### src/rtl/weighted_ring_arbiter.sv
// Weighted round-robin arbiter merging PORTS valid/ready streams into one buffered output.
// Optional packet lock: define LIBSV_WEIGHTED_RING_ARBITER_PACKET_LOCK_EN.
module weighted_ring_arbiter #(
    parameter int unsigned PORTS        = 4,
    parameter int unsigned DATA_WIDTH   = 8,
    parameter int unsigned WEIGHT_WIDTH = 4
) (
    input  logic                          i_clock,
    input  logic                          i_areset,
    input  logic                          i_clear,
    input  logic [PORTS*DATA_WIDTH-1:0]   i_data,
    input  logic [PORTS-1:0]              i_last,
    input  logic [PORTS-1:0]              i_input_valid,
    input  logic [PORTS*WEIGHT_WIDTH-1:0] i_weights,
    input  logic                          i_output_ready,
    output logic [DATA_WIDTH-1:0]         o_data,
    output logic                          o_last,
    output logic                          o_output_valid,
    output logic [PORTS-1:0]              o_input_ready,
    output logic [$clog2(PORTS)-1:0]      o_grant,
    output logic                          o_accept,
    output logic                          o_transmit
);

    localparam int unsigned GRANT_WIDTH = $clog2(PORTS);
    localparam logic [GRANT_WIDTH-1:0] LAST_PORT = GRANT_WIDTH'(PORTS - 1);

    logic [GRANT_WIDTH-1:0]  owner;
    logic [WEIGHT_WIDTH-1:0] credit;
    logic                    locked;

    logic [GRANT_WIDTH-1:0]  grant;
    logic [GRANT_WIDTH-1:0]  scan_idx;
    logic                    grant_found;
    logic [WEIGHT_WIDTH-1:0] grant_weight;
    logic [WEIGHT_WIDTH-1:0] eff_weight;
    logic [DATA_WIDTH-1:0]   grant_data;
    logic                    grant_last;
    logic                    new_tenure;

    logic [DATA_WIDTH-1:0]   buf_data [2];
    logic [1:0]              buf_last;
    logic                    rd_ptr;
    logic                    wr_ptr;
    logic [1:0]              count;
    logic                    buf_full;

    // Owner keeps the grant while it has credit (or holds the packet lock); else scan the ring.
    always_comb begin
        grant       = owner;
        grant_found = 1'b0;
        scan_idx    = owner;
        if (locked) begin
            grant_found = i_input_valid[owner];
        end else if ((credit != '0) && i_input_valid[owner]) begin
            grant_found = 1'b1;
        end else begin
            for (int unsigned k = 1; k <= PORTS; k++) begin
                scan_idx = GRANT_WIDTH'((32'(owner) + k) % PORTS);
                if (!grant_found && i_input_valid[scan_idx]) begin
                    grant       = scan_idx;
                    grant_found = 1'b1;
                end
            end
        end
    end

    assign grant_weight = i_weights[32'(grant)*WEIGHT_WIDTH +: WEIGHT_WIDTH];
    assign eff_weight   = (grant_weight == '0) ? WEIGHT_WIDTH'(1) : grant_weight;
    assign grant_data   = i_data[32'(grant)*DATA_WIDTH +: DATA_WIDTH];
    assign grant_last   = i_last[grant];
    assign new_tenure   = (grant != owner) || (credit == '0);

    assign buf_full = (count == 2'd2);
    assign o_accept = grant_found & ~buf_full & ~i_areset;

    always_comb begin
        o_input_ready = '0;
        if (o_accept) begin
            o_input_ready[grant] = 1'b1;
        end
    end

    // Grant ownership and credit; a clear on the same edge as an accept wins.
    always_ff @(posedge i_clock or posedge i_areset) begin
        if (i_areset) begin
            owner  <= LAST_PORT;
            credit <= '0;
        end else if (i_clear) begin
            owner  <= LAST_PORT;
            credit <= '0;
        end else if (o_accept) begin
`ifdef LIBSV_WEIGHTED_RING_ARBITER_PACKET_LOCK_EN
            // Credit counts packets: a fresh tenure loads the full weight until its last beat.
            if (new_tenure) begin
                owner  <= grant;
                credit <= grant_last ? (eff_weight - WEIGHT_WIDTH'(1)) : eff_weight;
            end else if (grant_last) begin
                credit <= credit - WEIGHT_WIDTH'(1);
            end
`else
            if (new_tenure) begin
                owner  <= grant;
                credit <= eff_weight - WEIGHT_WIDTH'(1);
            end else begin
                credit <= credit - WEIGHT_WIDTH'(1);
            end
`endif
        end
    end

`ifdef LIBSV_WEIGHTED_RING_ARBITER_PACKET_LOCK_EN
    always_ff @(posedge i_clock or posedge i_areset) begin
        if (i_areset) begin
            locked <= 1'b0;
        end else if (i_clear) begin
            locked <= 1'b0;
        end else if (o_accept) begin
            locked <= ~grant_last;
        end
    end
`else
    assign locked = 1'b0;
`endif

    // Two-entry output FIFO; every accepted beat is written, never bypassed.
    always_ff @(posedge i_clock or posedge i_areset) begin
        if (i_areset) begin
            buf_data[0] <= '0;
            buf_data[1] <= '0;
            buf_last    <= '0;
            rd_ptr      <= 1'b0;
            wr_ptr      <= 1'b0;
            count       <= 2'd0;
        end else if (i_clear) begin
            buf_data[0] <= '0;
            buf_data[1] <= '0;
            buf_last    <= '0;
            rd_ptr      <= 1'b0;
            wr_ptr      <= 1'b0;
            count       <= 2'd0;
        end else begin
            if (o_accept) begin
                buf_data[wr_ptr] <= grant_data;
                buf_last[wr_ptr] <= grant_last;
                wr_ptr           <= ~wr_ptr;
            end
            if (o_transmit) begin
                rd_ptr <= ~rd_ptr;
            end
            count <= count + 2'(o_accept) - 2'(o_transmit);
        end
    end

    assign o_output_valid = (count != 2'd0);
    assign o_data         = buf_data[rd_ptr];
    assign o_last         = buf_last[rd_ptr];
    assign o_transmit     = o_output_valid & i_output_ready;
    assign o_grant        = owner;

endmodule

### config.mk
export PLATFORM = sky130hd
export DESIGN_NAME = weighted_ring_arbiter
export DESIGN_NICKNAME = d
export VERILOG_FILES = /design/src/rtl/weighted_ring_arbiter.sv
export SDC_FILE = /design/constraint.sdc
export NUM_CORES = 1
export LEC_CHECK = 0
export BUFFER_PORTS_ARGS = -buffer_cell sky130_fd_sc_hd__buf_2
export CORE_ASPECT_RATIO = 1.5
export CORE_MARGIN = 8
export CORE_UTILIZATION = 35
export DETAILED_ROUTE_END_ITERATION = 6
export SKIP_CTS_REPAIR_TIMING = 1
export SLEW_MARGIN = 10
export SYNTH_ARGS = -nofsm -noshare
export SYNTH_HDL_FRONTEND = slang
export SYNTH_SLANG_ARGS = --single-unit
### constraint.sdc
create_clock -name i_clock -period 3.2 [get_ports i_clock]
set_clock_uncertainty 0.1 [all_clocks]
set_input_delay 0.16 -clock i_clock [delete_from_list [all_inputs] [get_ports i_clock]]
set_output_delay 0.16 -clock i_clock [all_outputs]
set_load 0.03 [all_outputs]
=== Word level (Yosys, flattened, before mapping) ===
Cells that the tools add are included.

* $add $sub $neg: 8
* Magnitude comparators: 13
* Eq/ne operators: 2
* Shift operators: 2
* Multiplexer cells: 55
* Bitwise logic cells: 9
* Reductions and logical operators: 19

{| class="wikitable"
|+ Operators with widths
! kind !! number
|-
| two-way mux 16 bit || 2
|-
| two-way mux 8 bit || 4
|-
| variable part select 32 x 6 -> 8 bit || 1
|-
| two-way mux 1 bit || 22
|-
| two-way mux 2 bit || 11
|-
| two-way mux 4 bit || 5
|-
| less-than comparator 2 x 3 -> 1 bit, second input constant || 6
|-
| bitwise mux 16 bit || 1
|-
| variable part select 16 x 5 -> 4 bit || 1
|-
| binary-select mux 1 bit (select 2 bit) || 6
|-
| demux 8 bit (select 1 bit) || 1
|-
| zero test 4 bit || 2
|-
| nonzero test 2 bit || 4
|-
| subtractor 4 x 1 -> 4 bit, second input constant || 2
|-
| logical AND 1 bit || 7
|-
| adder 2 x 1 -> 2 bit, second input constant || 2
|-
| adder 2 bit, second input constant || 2
|-
| greater-or-equal comparator 2 bit, second input constant || 2
|-
| less-than comparator 1 x 2 -> 1 bit, second input constant || 2
|-
| NOT 1 bit || 4
|-
| NOT 1 -> 2 bit || 2
|-
| nonzero test 4 bit || 1
|-
| AND 1 bit || 3
|-
| zero test 1 bit || 3
|-
| 12 further kinds || 12
|}

* Register bits after elaboration: 28
* Input bits: 60
* Output and inout port bits: 18

=== Longest topological paths before layout ===
Gate-level depths: netlist of the first run.

* Depth after elaboration: 24
* Depth in mapped cells: 13
* Gate-level depth less buffers: 9

=== Least setup slack after synthesis of the first run ===
Ideal clock, no wire load.

* Path type: register to register
* Start: register owner[1], in the netlist o_grant[1]
* End: register count[1]
* Setup time: 132 ps
* Arrival: 2994 ps
* Data required time: 2968 ps
* Slack: -26 ps
* Cell stages (with the launch flop): 13
* Clock period less this slack: 3226 ps
* Path through: dfstp_2 -> buf_4 -> or4b_4 -> o22ai_4 -> nor2_1 -> o21ai_0 -> clkbuf_1 -> inv_1 -> clkbuf_1 -> ha_1 -> xor2_1 -> xnor2_1 -> nor2_1

* Cells in the longest elaborated chain, start to end: 22
* Elaborated cells on any way between the ends: 34

{| class="wikitable"
|+ RTL lines
! what !! line !! source
|-
| from (decl) || 28 || <nowiki>logic [GRANT_WIDTH-1:0] owner;</nowiki>
|-
| from (signal assigned) || 103 || <nowiki>owner <= grant;</nowiki>
|-
| adder 2 x 1 -> 2 bit || 59 || <nowiki>scan_idx = GRANT_WIDTH'((32'(owner) + k) % PORTS);</nowiki>
|-
| binary-select mux 1 bit (select 2 bit) || 60 || <nowiki>if (!grant_found && i_input_valid[scan_idx]) begin</nowiki>
|-
| two-way mux 1 bit (implied by the code) || 60 ||
|-
| two-way mux 1 bit || 60 ||
|-
| two-way mux 1 bit || 55 || <nowiki>end else if ((credit != '0) && i_input_valid[owner]) begin</nowiki>
|-
| zero test 1 bit || 60 ||
|-
| logical AND 1 bit || 60 ||
|-
| two-way mux 1 bit || 60 ||
|-
| [... 6 more ...] || - ||
|-
| logical AND 1 bit || 60 ||
|-
| two-way mux 1 bit || 60 ||
|-
| two-way mux 1 bit * || 55 ||
|-
| AND 1 bit * (2 in series) || 75 || <nowiki>assign o_accept = grant_found & ~buf_full & ~i_areset;</nowiki>
|-
| via o_accept || 21 || <nowiki>output logic o_accept,</nowiki>
|-
| adder 2 x 1 -> 2 bit * || 151 || <nowiki>count <= count + 2'(o_accept) - 2'(o_transmit);</nowiki>
|-
| subtractor 2 x 1 -> 2 bit * || 151 ||
|-
| two-way mux 2 bit * || 135 || <nowiki>end else if (i_clear) begin</nowiki>
|-
| to (signal assigned) || 151 ||
|-
| to (decl) || 45 || <nowiki>logic [1:0] count;</nowiki>
|}

The timed path passes the listed nets; every way through them passes the cells marked *. The select of a mux whose other input is x is not followed.
A chain may end at the register's enable or synchronous reset.

=== Final worst setup path of the first run ===
* Start: register owner[1], in the netlist o_grant[1]
* End: register credit[2]

* Cells in the longest elaborated chain, start to end: 24
* Elaborated cells on any way between the ends: 46

{| class="wikitable"
|+ RTL lines
! what !! line !! source
|-
| adder 2 x 1 -> 2 bit || 59 ||
|-
| binary-select mux 1 bit (select 2 bit) || 60 ||
|-
| two-way mux 1 bit (implied by the code) || 60 ||
|-
| two-way mux 1 bit || 60 ||
|-
| two-way mux 1 bit || 55 ||
|-
| zero test 1 bit || 60 ||
|-
| logical AND 1 bit || 60 ||
|-
| two-way mux 1 bit || 60 ||
|-
| [... 8 more ...] || - ||
|-
| two-way mux 2 bit || 55 ||
|-
| variable part select 16 x 5 -> 4 bit || 68 || <nowiki>assign grant_weight = i_weights[32'(grant)*WEIGHT_WIDTH +: WEIGHT_WIDTH];</nowiki>
|-
| zero test 4 bit || 69 || <nowiki>assign eff_weight = (grant_weight == '0) ? WEIGHT_WIDTH'(1) : grant_weight;</nowiki>
|-
| two-way mux 4 bit || 69 ||
|-
| subtractor 4 x 1 -> 4 bit || 104 || <nowiki>credit <= eff_weight - WEIGHT_WIDTH'(1);</nowiki>
|-
| two-way mux 4 bit || 102 || <nowiki>if (new_tenure) begin</nowiki>
|-
| two-way mux 4 bit || 92 || <nowiki>end else if (o_accept) begin</nowiki>
|-
| two-way mux 4 bit || 89 || <nowiki>end else if (i_clear) begin</nowiki>
|-
| to (signal assigned) || 104 ||
|-
| to (signal assigned) || 106 || <nowiki>credit <= credit - WEIGHT_WIDTH'(1);</nowiki>
|-
| to (decl) || 29 || <nowiki>logic [WEIGHT_WIDTH-1:0] credit;</nowiki>
|}

Several ways; a longest one is shown, not always the timed one. The select of a mux whose other input is x is not followed.

==> results_dict.tcl, run 1 <==
set metrics [dict create \
    run_status "completed" \
    timing.slew.headroom 0.298 \
    postLayoutCoreUtil 0.458 \
    yosys.cell_count.top_type "sky130_fd_sc_hd__nand2_1" \
    finalHoldViolCount 0 \
    synth_cell_types 54 \
    clock_power_share 0.093 \
    tritoncts "yes" \
    top_signal_layer_used "met4" \
    postRouteAntennaNets 0 \
    hold_class "in -> async" \
    ratio_of_cells_with_drive_above_1_in_the_final_layout 0.370 \
    cts_inserted_buffers 3 \
    critical_path.max_fanout 6 \
    number_of_maximum_capacitance_constraint_violations 0 \
    reg2reg_slack_ns 0.07 \
    place_area_mm2 0.00273 \
    yosysSeqAreaShare 0.314 \
    ys_ff_latch 28 \
    vias 2185 \
    synthTopCellsByArea "sky130_fd_sc_hd__dfrtp_1 (29%), sky130_fd_sc_hd__nand2_1 (8.6%), sky130_fd_sc_hd__mux2i_1 (8.1%)" \
    routed_via_density 5.24 \
    dieHeight_um 114 \
    post-synth-top-area-fraction 0.291 \
    clkSlewWorstSetupHoldPaths_ns 0.09 \
    n_antenna_cell 0 \
    cellLeakagePower_nw 1.45 \
    fmax_mhz 320 \
    power_frac_seq 0.189 \
    end_kind "flop" \
    core_region_area_mm2 0.00617 \
    post-layout-total-power_mw 2.98 \
    drc 0 \
    postSynth.topFlopCell "sky130_fd_sc_hd__dfrtp_1" \
    grtUsageTotal 0.139 \
    initialDrtViolationCount 65 \
    setup_repair_after_global_routing_missed_its_margin "true" \
    pwr_per_cell_area_mw_per_mm2 1060 \
    buffer_ports.inserted 77 \
    pwr-share-comb 0.717 \
    regToRegStartpoint "o_grant[1]$_DFFE_PP1P_" \
    grt_remaining_overflow 0 \
    route.detailed.wl_per_inst_um 15.3 \
    initial_core_utilization 0.362 \
    tns_ns 0 \
    synth.top_cells.by_count "sky130_fd_sc_hd__nand2_1 (51), sky130_fd_sc_hd__nor2_1 (29), sky130_fd_sc_hd__dfrtp_1 (26)" \
    critical_path.reg2reg.endpoint "credit[2]$_DFFE_PP0P_" \
    synth_edf_count 0 \
    worst_setup_path_start_kind "flop" \
    worstPathArrival_ns 3.21 \
    gate_count_post_synth 269 \
    dr_wl_met3_um 242 \
    instances_no_fill 417 \
    finalInstanceArea_mm2 0.00283 \
    fin_crit_sh 0.978 \
    seq_area_um2 703 \
    timing.critical_path.required_ns 3.28 \
    switching_share 0.480 \
    power.internal_mw 1.55 \
    drv_slew 0 \
    syn-cell-area_mm2 0.00224 \
    totalWireLength_um 6360 \
    dieWidth_um 81.3 \
    count_of_synthesis_stage_warnings_from_yosys 0 \
    cts_num_sinks 28 \
    setup_violations 0 \
    postSynthNetCount 331 \
    io_pins 78 \
    clock_path_buffers 2 \
    firstDrtPassIters 4 \
    gp_congestion 0.846 \
    met2_wire_length_um 3460 \
    pin_count_of_the_biggest_net_entering_global_routing 29 \
    vdd_drop_max_v 0.000493 \
    nFillCells 620 \
    place.detailed.hpwl_um 5140 \
    placed_cells 412 \
    num_rows 35 \
    r2r.worst_path.cells 9 \
    cts-root-buf "sky130_fd_sc_hd__clkbuf_8" \
    synthesis.area_per_instance_um2 8.31 \
    synth_async_sr_flop_share 1.00 \
    grt_first_pass_wirelength_um 10600 \
    layout_nets 406 \
    clock_tree.htree_level_count 1 \
    die_area_mm2 0.00925 \
    switching_power_mw 1.43 \
    multi_input_comb_area_mm2 0.00144 \
    worst_pin_slew_ns 1.05 \
    worst_skew_pair.late_latency_ns 0.27 \
    synth_area_leader_cell "sky130_fd_sc_hd__dfrtp_1" \
    finalCriticalPeriod_ns 3.13 \
    via_count_of_the_first_global_routing_pass 2276 \
    routedLengthMet1_um 2640 \
    antenna_found_initial 0 \
    syn_to_final_growth_pct 26.4 \
    path_class "reg -> reg" \
]
-- flip-flops by register name, indices dropped and copies added, names as in the netlist --
signal    cells
buf_data     16
credit        4
buf_last      2
count         2
o_grant       2
rd_ptr        1
wr_ptr        1
-- cell families (layout without fill, tap and decap cells) --
logic type,Yosys count,in the layout,synth area share
AOI/OAI and AO/OA,56,56,0.210
xor gates and xnor gates,5,5,0.0196
adders and majority gates,2,2,0.0112
buffers and inverters,29,103,0.0537
DFF,28,28,0.314
muxes,30,30,0.146
and+or+nand+nor,119,119,0.245
-- metrics by stage --
step                      hold slack (ns)  worst slack (ns)
final                              0.0380            0.0714
after global routing                0.138           -0.0492
after CTS                          0.0696            0.0129
after detailed placement            0.387            0.0283
after global placement              0.399             0.104
after floorplan                     0.124            0.0134
-- power by group through the flow --
stage | logic (mW) | clock network (mW) | registers, mW
after floorplan | 1.60 | 0 | 0.541
after global placement | 2.11 | 0 | 0.564
after detailed placement | 2.13 | 0 | 0.571
after CTS | 2.13 | 0.288 | 0.564
after global routing | 2.36 | 0.296 | 0.580
final | 2.14 | 0.279 | 0.564
-- cells in the final DEF (no fill, tap or decap), types with 4 or more instances in the layout --
cell and count:
sky130_fd_sc_hd__nor2b_1 4, sky130_fd_sc_hd__buf_2 77, sky130_fd_sc_hd__nor2_1 29, sky130_fd_sc_hd__mux2i_1 18
sky130_fd_sc_hd__a21oi_1 10, sky130_fd_sc_hd__a31oi_1 10, sky130_fd_sc_hd__and3_1 12, sky130_fd_sc_hd__nor3_1 4
sky130_fd_sc_hd__inv_1 8, sky130_fd_sc_hd__buf_4 13, sky130_fd_sc_hd__nand2_1 51, sky130_fd_sc_hd__dfrtp_1 26
sky130_fd_sc_hd__mux2_2 11, sky130_fd_sc_hd__nand3_1 8
-- cell type report --
type,instances,area share
inverters,8,0.0106
flip-flops and latches,28,0.249
well taps,74,0.0328
multi-input cells,212,0.508
clock inverters,1,0.0106
repair buffers,91,0.175
clock buffers,3,0.0146
-- worst max-delay path, stage by stage (launching register included) --
cell and delay (ns):
sky130_fd_sc_hd__dfstp_2 0.60, sky130_fd_sc_hd__or4b_4 0.49, sky130_fd_sc_hd__o22ai_4 0.21, sky130_fd_sc_hd__o21ai_2 0.12, sky130_fd_sc_hd__a221o_1 0.33, sky130_fd_sc_hd__o2111a_1 0.14, sky130_fd_sc_hd__o41a_1 0.44, sky130_fd_sc_hd__a41oi_4 0.26
sky130_fd_sc_hd__nand3_2 0.10, sky130_fd_sc_hd__a311oi_2 0.25
-- worst max-delay path by stage --
stage / endpoint / cells past startpoint / start / slack (ns)
after floorplan: credit[2]$_DFFE_PP0P_ / 10 / o_grant[1]$_DFFE_PP1P_ / 0.01
after global placement: credit[3]$_DFFE_PP0P_ / 9 / o_grant[1]$_DFFE_PP1P_ / 0.10
after detailed placement: credit[2]$_DFFE_PP0P_ / 10 / o_grant[1]$_DFFE_PP1P_ / 0.03
after CTS: credit[2]$_DFFE_PP0P_ / 10 / o_grant[1]$_DFFE_PP1P_ / 0.01
after global routing: credit[2]$_DFFE_PP0P_ / 9 / o_grant[1]$_DFFE_PP1P_ / -0.05
final: credit[2]$_DFFE_PP0P_ / 9 / o_grant[1]$_DFFE_PP1P_ / 0.07
-- per-layer routing --
metal | vias to the layer above | track usage
met5 | - | 0
met4 | 0 | 0.0251
met3 | 4 | 0.0189
met2 | 53 | 0.258
met1 | 1026 | 0.160
li1 | 1102 | -
Power figures use the tool's default switching activity.
==> run 2, diff against run 1 <==
==> constraint.sdc (replaced) <==
create_clock -name i_clock -period 3.2 [get_ports i_clock]
set_clock_uncertainty 0.1 [all_clocks]
set_input_delay 0.16 -clock i_clock [delete_from_list [all_inputs] [get_ports i_clock]]
set_output_delay 0.16 -clock i_clock [all_outputs]
set_load 0.02 [all_outputs]
==> run 2 against run 1 <==
Core utilization up 0.45 points. Critical path type unchanged. Wire length about the same. Non-clock buffer count down 1. Total power down 2.2%. Highest routed layer unchanged. Maximum frequency down 0.34%. Global-route usage about the same.
==> results_dict.tcl, run 2 (synthesized netlist as in run 1, its figures left out) <==
set metrics [dict create \
    drv_slew 0 \
    place_area_mm2 0.00270 \
    cts_inserted_buffers 3 \
    ratio_of_cells_with_drive_above_1_in_the_final_layout 0.380 \
    tritoncts "yes" \
    finalWorstSetupSlack_ns 0.0608 \
    routed_via_density 5.30 \
    vias 2206 \
    drc 0 \
    pwr_per_cell_area_mw_per_mm2 1020 \
    dieHeight_um 114 \
    worst_pin_slew_ns 1.02 \
    run_status "completed" \
    cts-root-buf "sky130_fd_sc_hd__clkbuf_8" \
    dieWidth_um 81.3 \
    path_class "reg -> reg" \
    fmax_mhz 319 \
    worst_setup_path_start_kind "flop" \
    place_worst_setup_slack_ns 0.0543 \
    layout_nets 405 \
    antenna_found_initial 0 \
    via_count_of_the_first_global_routing_pass 2318 \
    register_name_with_the_most_flops "buf_data" \
    io_pins 78 \
    clock_path_buffers 2 \
    vdd_drop_max_v 0.000470 \
    buffer_ports.inserted 77 \
    largest_reg_flops 16 \
    syn_to_final_growth_pct 27.6 \
    finalInstanceArea_mm2 0.00285 \
    grt_first_pass_wirelength_um 10700 \
    gp_congestion 0.777 \
    cellLeakagePower_nw 1.44 \
    firstDrtPassIters 4 \
    finalHoldViolCount 0 \
    totalWireLength_um 6360 \
    cts_num_sinks 28 \
    critical_path.max_fanout 5 \
    hold_class "in -> async" \
    layout.cells.most_common "sky130_fd_sc_hd__buf_2" \
    end_kind "flop" \
    core_region_area_mm2 0.00617 \
    clkSlewWorstSetupHoldPaths_ns 0.09 \
    grtUsageTotal 0.139 \
    clock_tree.htree_level_count 1 \
    worstPathArrival_ns 3.21 \
    setup_repair_after_global_routing_missed_its_margin "true" \
    finalCriticalPeriod_ns 3.14 \
    final_cell_mix "sky130_fd_sc_hd__buf_2 (77), sky130_fd_sc_hd__nand2_1 (51), sky130_fd_sc_hd__nor2_1 (29), sky130_fd_sc_hd__dfrtp_1 (26), sky130_fd_sc_hd__mux2i_1 (18)" \
    postLayoutCoreUtil 0.462 \
    timing.critical_path.required_ns 3.28 \
    fin_crit_sh 0.981 \
    grt_remaining_overflow 0 \
    postRouteAntennaNets 0 \
    die_area_mm2 0.00925 \
    route.detailed.wl_per_inst_um 15.3 \
    timing.slew.headroom 0.318 \
    n_antenna_cell 0 \
    num_rows 35 \
    number_of_maximum_capacitance_constraint_violations 0 \
    pin_count_of_the_biggest_net_entering_global_routing 29 \
    setup_violations 0 \
    top_regs "buf_data: 16 flops, credit: 4 flops" \
    initialDrtViolationCount 50 \
    worst_skew_pair.late_latency_ns 0.26 \
    place.detailed.hpwl_um 5090 \
    initial_core_utilization 0.362 \
]
run 2: power breakdown:
part	switching, mW	total (mW)	internal, mW
registers	0.0937	0.566	0.472
logic	1.20	2.14	0.940
clock network	0.102	0.212	0.110
total	1.39	2.92	1.52
run 2: worst max-delay path, stage by stage (launching register included):
cell and delay, ns:
sky130_fd_sc_hd__dfrtp_1 0.39, sky130_fd_sc_hd__or4_4 0.53, sky130_fd_sc_hd__o21bai_4 0.21, sky130_fd_sc_hd__o21a_4 0.25, sky130_fd_sc_hd__o221a_2 0.32, sky130_fd_sc_hd__and3_1 0.17
sky130_fd_sc_hd__o41a_1 0.44, sky130_fd_sc_hd__a41oi_4 0.28, sky130_fd_sc_hd__nand3_2 0.11, sky130_fd_sc_hd__a311oi_2 0.24
run 2: worst paths after layout:
kind	start	endpoint	slack, ns	cells past startpoint
max	credit[0]$_DFFE_PP0P_	credit[2]$_DFFE_PP0P_	0.06	9
min	i_areset	count[0]$_DFF_PP0_	0.04	2
max reg2reg	credit[0]$_DFFE_PP0P_	credit[2]$_DFFE_PP0P_	0.06	9
min reg2reg	buf_data[12]$_DFFE_PP0P_	buf_data[12]$_DFFE_PP0P_	0.42	2
max in group asynchronous	i_areset	count[1]$_DFF_PP0_	2.34	2
min in group i_clock	i_data[0]	buf_data[0]$_DFFE_PP0P_	0.24	5
run 2: cell type report:
class	instances	area, um^2
inverters	8	30.0
fillers	629	3320
flip-flops and latches	28	703
well taps	74	92.6
repair buffers	90	490
clock buffers	4	55.1
multi-input cells	212	1480
run 2: metrics by stage:
step,power (mW),setup TNS (ns),hold slack [ns],instances
floorplan,2.07,0,0.124,269
global placement,2.56,0,0.386,408
detailed placement,2.58,0,0.378,408
CTS,2.80,0,0.0807,412
global route,3.16,-0.0643,0.167,416
finish,2.92,0,0.0356,416
run 2: routing by layer:
| metal | GRT usage | vias to the layer above | routed length (um) |
|---|---|---|---|
| li1 | - | 1094 | - |
| met1 | 0.155 | 1044 | 2460 |
| met2 | 0.259 | 64 | 3520 |
| met3 | 0.0299 | 4 | 317 |
| met4 | 0.0228 | 0 | 59 |
| met5 | 0 | - | 0 |
==> run 3, diff against run 2 <==
==> constraint.sdc (replaced) <==
create_clock -name i_clock -period 3.2 [get_ports i_clock]
set_clock_uncertainty 0.1 [all_clocks]
set_input_delay 0.32 -clock i_clock [delete_from_list [all_inputs] [get_ports i_clock]]
set_output_delay 0.32 -clock i_clock [all_outputs]
set_load 0.02 [all_outputs]
==> run 3 against run 2 <==
Critical path depth unchanged. Flip-flop and latch count unchanged. Global-route usage increased by 0.16 points. Sequential share of layout area increased by 0.087 points. Core utilization decreased by 0.16 points. Total power decreased by 0.28%.
==> results_dict.tcl, run 3 (synthesized netlist as in run 1, its figures left out) <==
set metrics [dict create \
    die_area_mm2 0.00925 \
    register_name_with_the_most_flops "buf_data" \
    path_class "reg -> reg" \
    power_frac_seq 0.195 \
    dieWidth_um 81.3 \
    top_regs "buf_data: 16 flops, credit: 4 flops" \
    route.detailed.wl_per_inst_um 15.5 \
    pin_count_of_the_biggest_net_entering_global_routing 29 \
    cts-root-buf "sky130_fd_sc_hd__clkbuf_8" \
    regToRegStartpoint "o_grant[1]$_DFFE_PP1P_" \
    postLayoutCoreUtil 0.461 \
    initialDrtViolationCount 85 \
    fmax_mhz 321 \
    grtUsageTotal 0.141 \
    clock_tree.htree_level_count 1 \
    multi_input_comb_area_mm2 0.00146 \
    n_antenna_cell 0 \
    timing.critical_path.required_ns 3.28 \
    cts_num_sinks 28 \
    setup_repair_after_global_routing_missed_its_margin "true" \
    num_rows 35 \
    worst_setup_path_start_kind "flop" \
    grt_remaining_overflow 0 \
    switching_share 0.481 \
    antenna_found_initial 0 \
    clock_power_share 0.076 \
    grt_first_pass_wirelength_um 10800 \
    totalWireLength_um 6500 \
    cts_inserted_buffers 3 \
    placed_cells 412 \
    layout.cells.most_common "sky130_fd_sc_hd__buf_2" \
    hold_ws_ns 0.198 \
    end_kind "flop" \
    worst_pin_slew_ns 1.05 \
    routed_via_density 5.26 \
    finalHoldViolCount 0 \
    via_count_of_the_first_global_routing_pass 2374 \
    reg2reg_slack_ns 0.09 \
    instances_no_fill 419 \
    firstDrtPassIters 6 \
    ratio_of_cells_with_drive_above_1_in_the_final_layout 0.386 \
    r2r.worst_path.cells 9 \
    run_status "completed" \
    number_of_maximum_capacitance_constraint_violations 0 \
    power.internal_mw 1.51 \
    core_region_area_mm2 0.00617 \
    drc 0 \
    buffer_ports.inserted 77 \
    postRouteAntennaNets 0 \
    fin_crit_sh 0.973 \
    clkSlewWorstSetupHoldPaths_ns 0.10 \
    final_cell_mix "sky130_fd_sc_hd__buf_2 (78), sky130_fd_sc_hd__nand2_1 (51), sky130_fd_sc_hd__nor2_1 (29), sky130_fd_sc_hd__dfrtp_1 (26), sky130_fd_sc_hd__mux2i_1 (18)" \
    clock_path_buffers 2 \
    timing.slew.headroom 0.300 \
    finalCriticalPeriod_ns 3.11 \
    seq_area_um2 703 \
    worst_skew_pair.late_latency_ns 0.27 \
    switching_power_mw 1.40 \
    pwr-share-comb 0.729 \
    place.detailed.hpwl_um 5140 \
    dieHeight_um 114 \
    critical_path.max_fanout 7 \
    largest_reg_flops 16 \
    worstPathArrival_ns 3.20 \
    gp_congestion 0.774 \
    hold_class "in -> async" \
    nFillCells 616 \
    syn_to_final_growth_pct 27.2 \
    vias 2202 \
    setup_violations 0 \
    critical_path.reg2reg.endpoint "credit[2]$_DFFE_PP0P_" \
    pwr_per_cell_area_mw_per_mm2 1020 \
    tritoncts "yes" \
    initial_core_utilization 0.362 \
    io_pins 78 \
    vdd_drop_max_v 0.000375 \
    layout_nets 408 \
    drv_slew 0 \
    cellLeakagePower_nw 1.45 \
]
==> run 3: cell types whose count changed in the layout (fill, tap and decap cells not counted), sizes merged <==
cell,previous run,this run
buf,90,93
==> run 3: layer usage <==
metal / vias up / part of all wire / GRT usage / wire length [um]
met2: 54 / 0.54 / 0.262 / 3500
met5: - / 0 / 0 / 0
li1: 1105 / - / - / -
met1: 1031 / 0.41 / 0.155 / 2650
met4: 0 / 0.025 / 0.0455 / 161
met3: 12 / 0.028 / 0.0197 / 184
==> run 3: how the worst max path moves through the flow <==
stage / start / endpoint / slack, ns / cells after the start
global placement: o_grant[1]$_DFFE_PP1P_ / credit[3]$_DFFE_PP0P_ / 0.11 / 9
floorplan: o_grant[1]$_DFFE_PP1P_ / credit[2]$_DFFE_PP0P_ / 0.06 / 10
global route: o_grant[1]$_DFFE_PP1P_ / credit[2]$_DFFE_PP0P_ / -0.06 / 9
CTS: o_grant[1]$_DFFE_PP1P_ / credit[2]$_DFFE_PP0P_ / -0.001 / 9
finish: o_grant[1]$_DFFE_PP1P_ / credit[2]$_DFFE_PP0P_ / 0.09 / 9
detailed placement: o_grant[1]$_DFFE_PP1P_ / credit[2]$_DFFE_PP0P_ / 0.02 / 9
==> run 3: layout make-up <==
| class | count | share of cell area |
|---|---|---|
| tap | 74 | 0.0326 |
| multi-input combinational | 212 | 0.512 |
| sequential | 28 | 0.247 |
| inverter | 8 | 0.0106 |
| timing repair buffer | 93 | 0.178 |
| clock buffer | 4 | 0.0194 |
==> run 3: worst max-delay path, cell delays in order, from the launching register on <==
cell	delay, ns
sky130_fd_sc_hd__dfstp_2	0.61
sky130_fd_sc_hd__or4b_4	0.49
sky130_fd_sc_hd__o22ai_4	0.20
sky130_fd_sc_hd__o21ai_2	0.11
sky130_fd_sc_hd__a221o_1	0.32
sky130_fd_sc_hd__o2111a_1	0.13
sky130_fd_sc_hd__o41a_1	0.44
sky130_fd_sc_hd__a41oi_4	0.28
sky130_fd_sc_hd__nand3_2	0.11
sky130_fd_sc_hd__a311oi_2	0.24
==> run 3: power groups by stage <==
stage	sequential (mW)	combinational [mW]	clock, mW
after CTS	0.569	2.04	0.225
after global routing	0.584	2.33	0.240
after global placement	0.569	2.00	0
after detailed placement	0.575	2.02	0
after floorplan	0.534	1.53	0
final	0.567	2.12	0.220
==> run 3: stage by stage <==
stage	TNS [ns]	worst slack, ns	power [mW]	area [um^2]
after global routing	-0.138	-0.0592	3.16	2840
after CTS	-0.00104	-0.00104	2.83	2780
final	0	0.0873	2.91	2840
after floorplan	0	0.0601	2.07	2240
after global placement	0	0.114	2.57	2730
after detailed placement	0	0.0235	2.60	2730
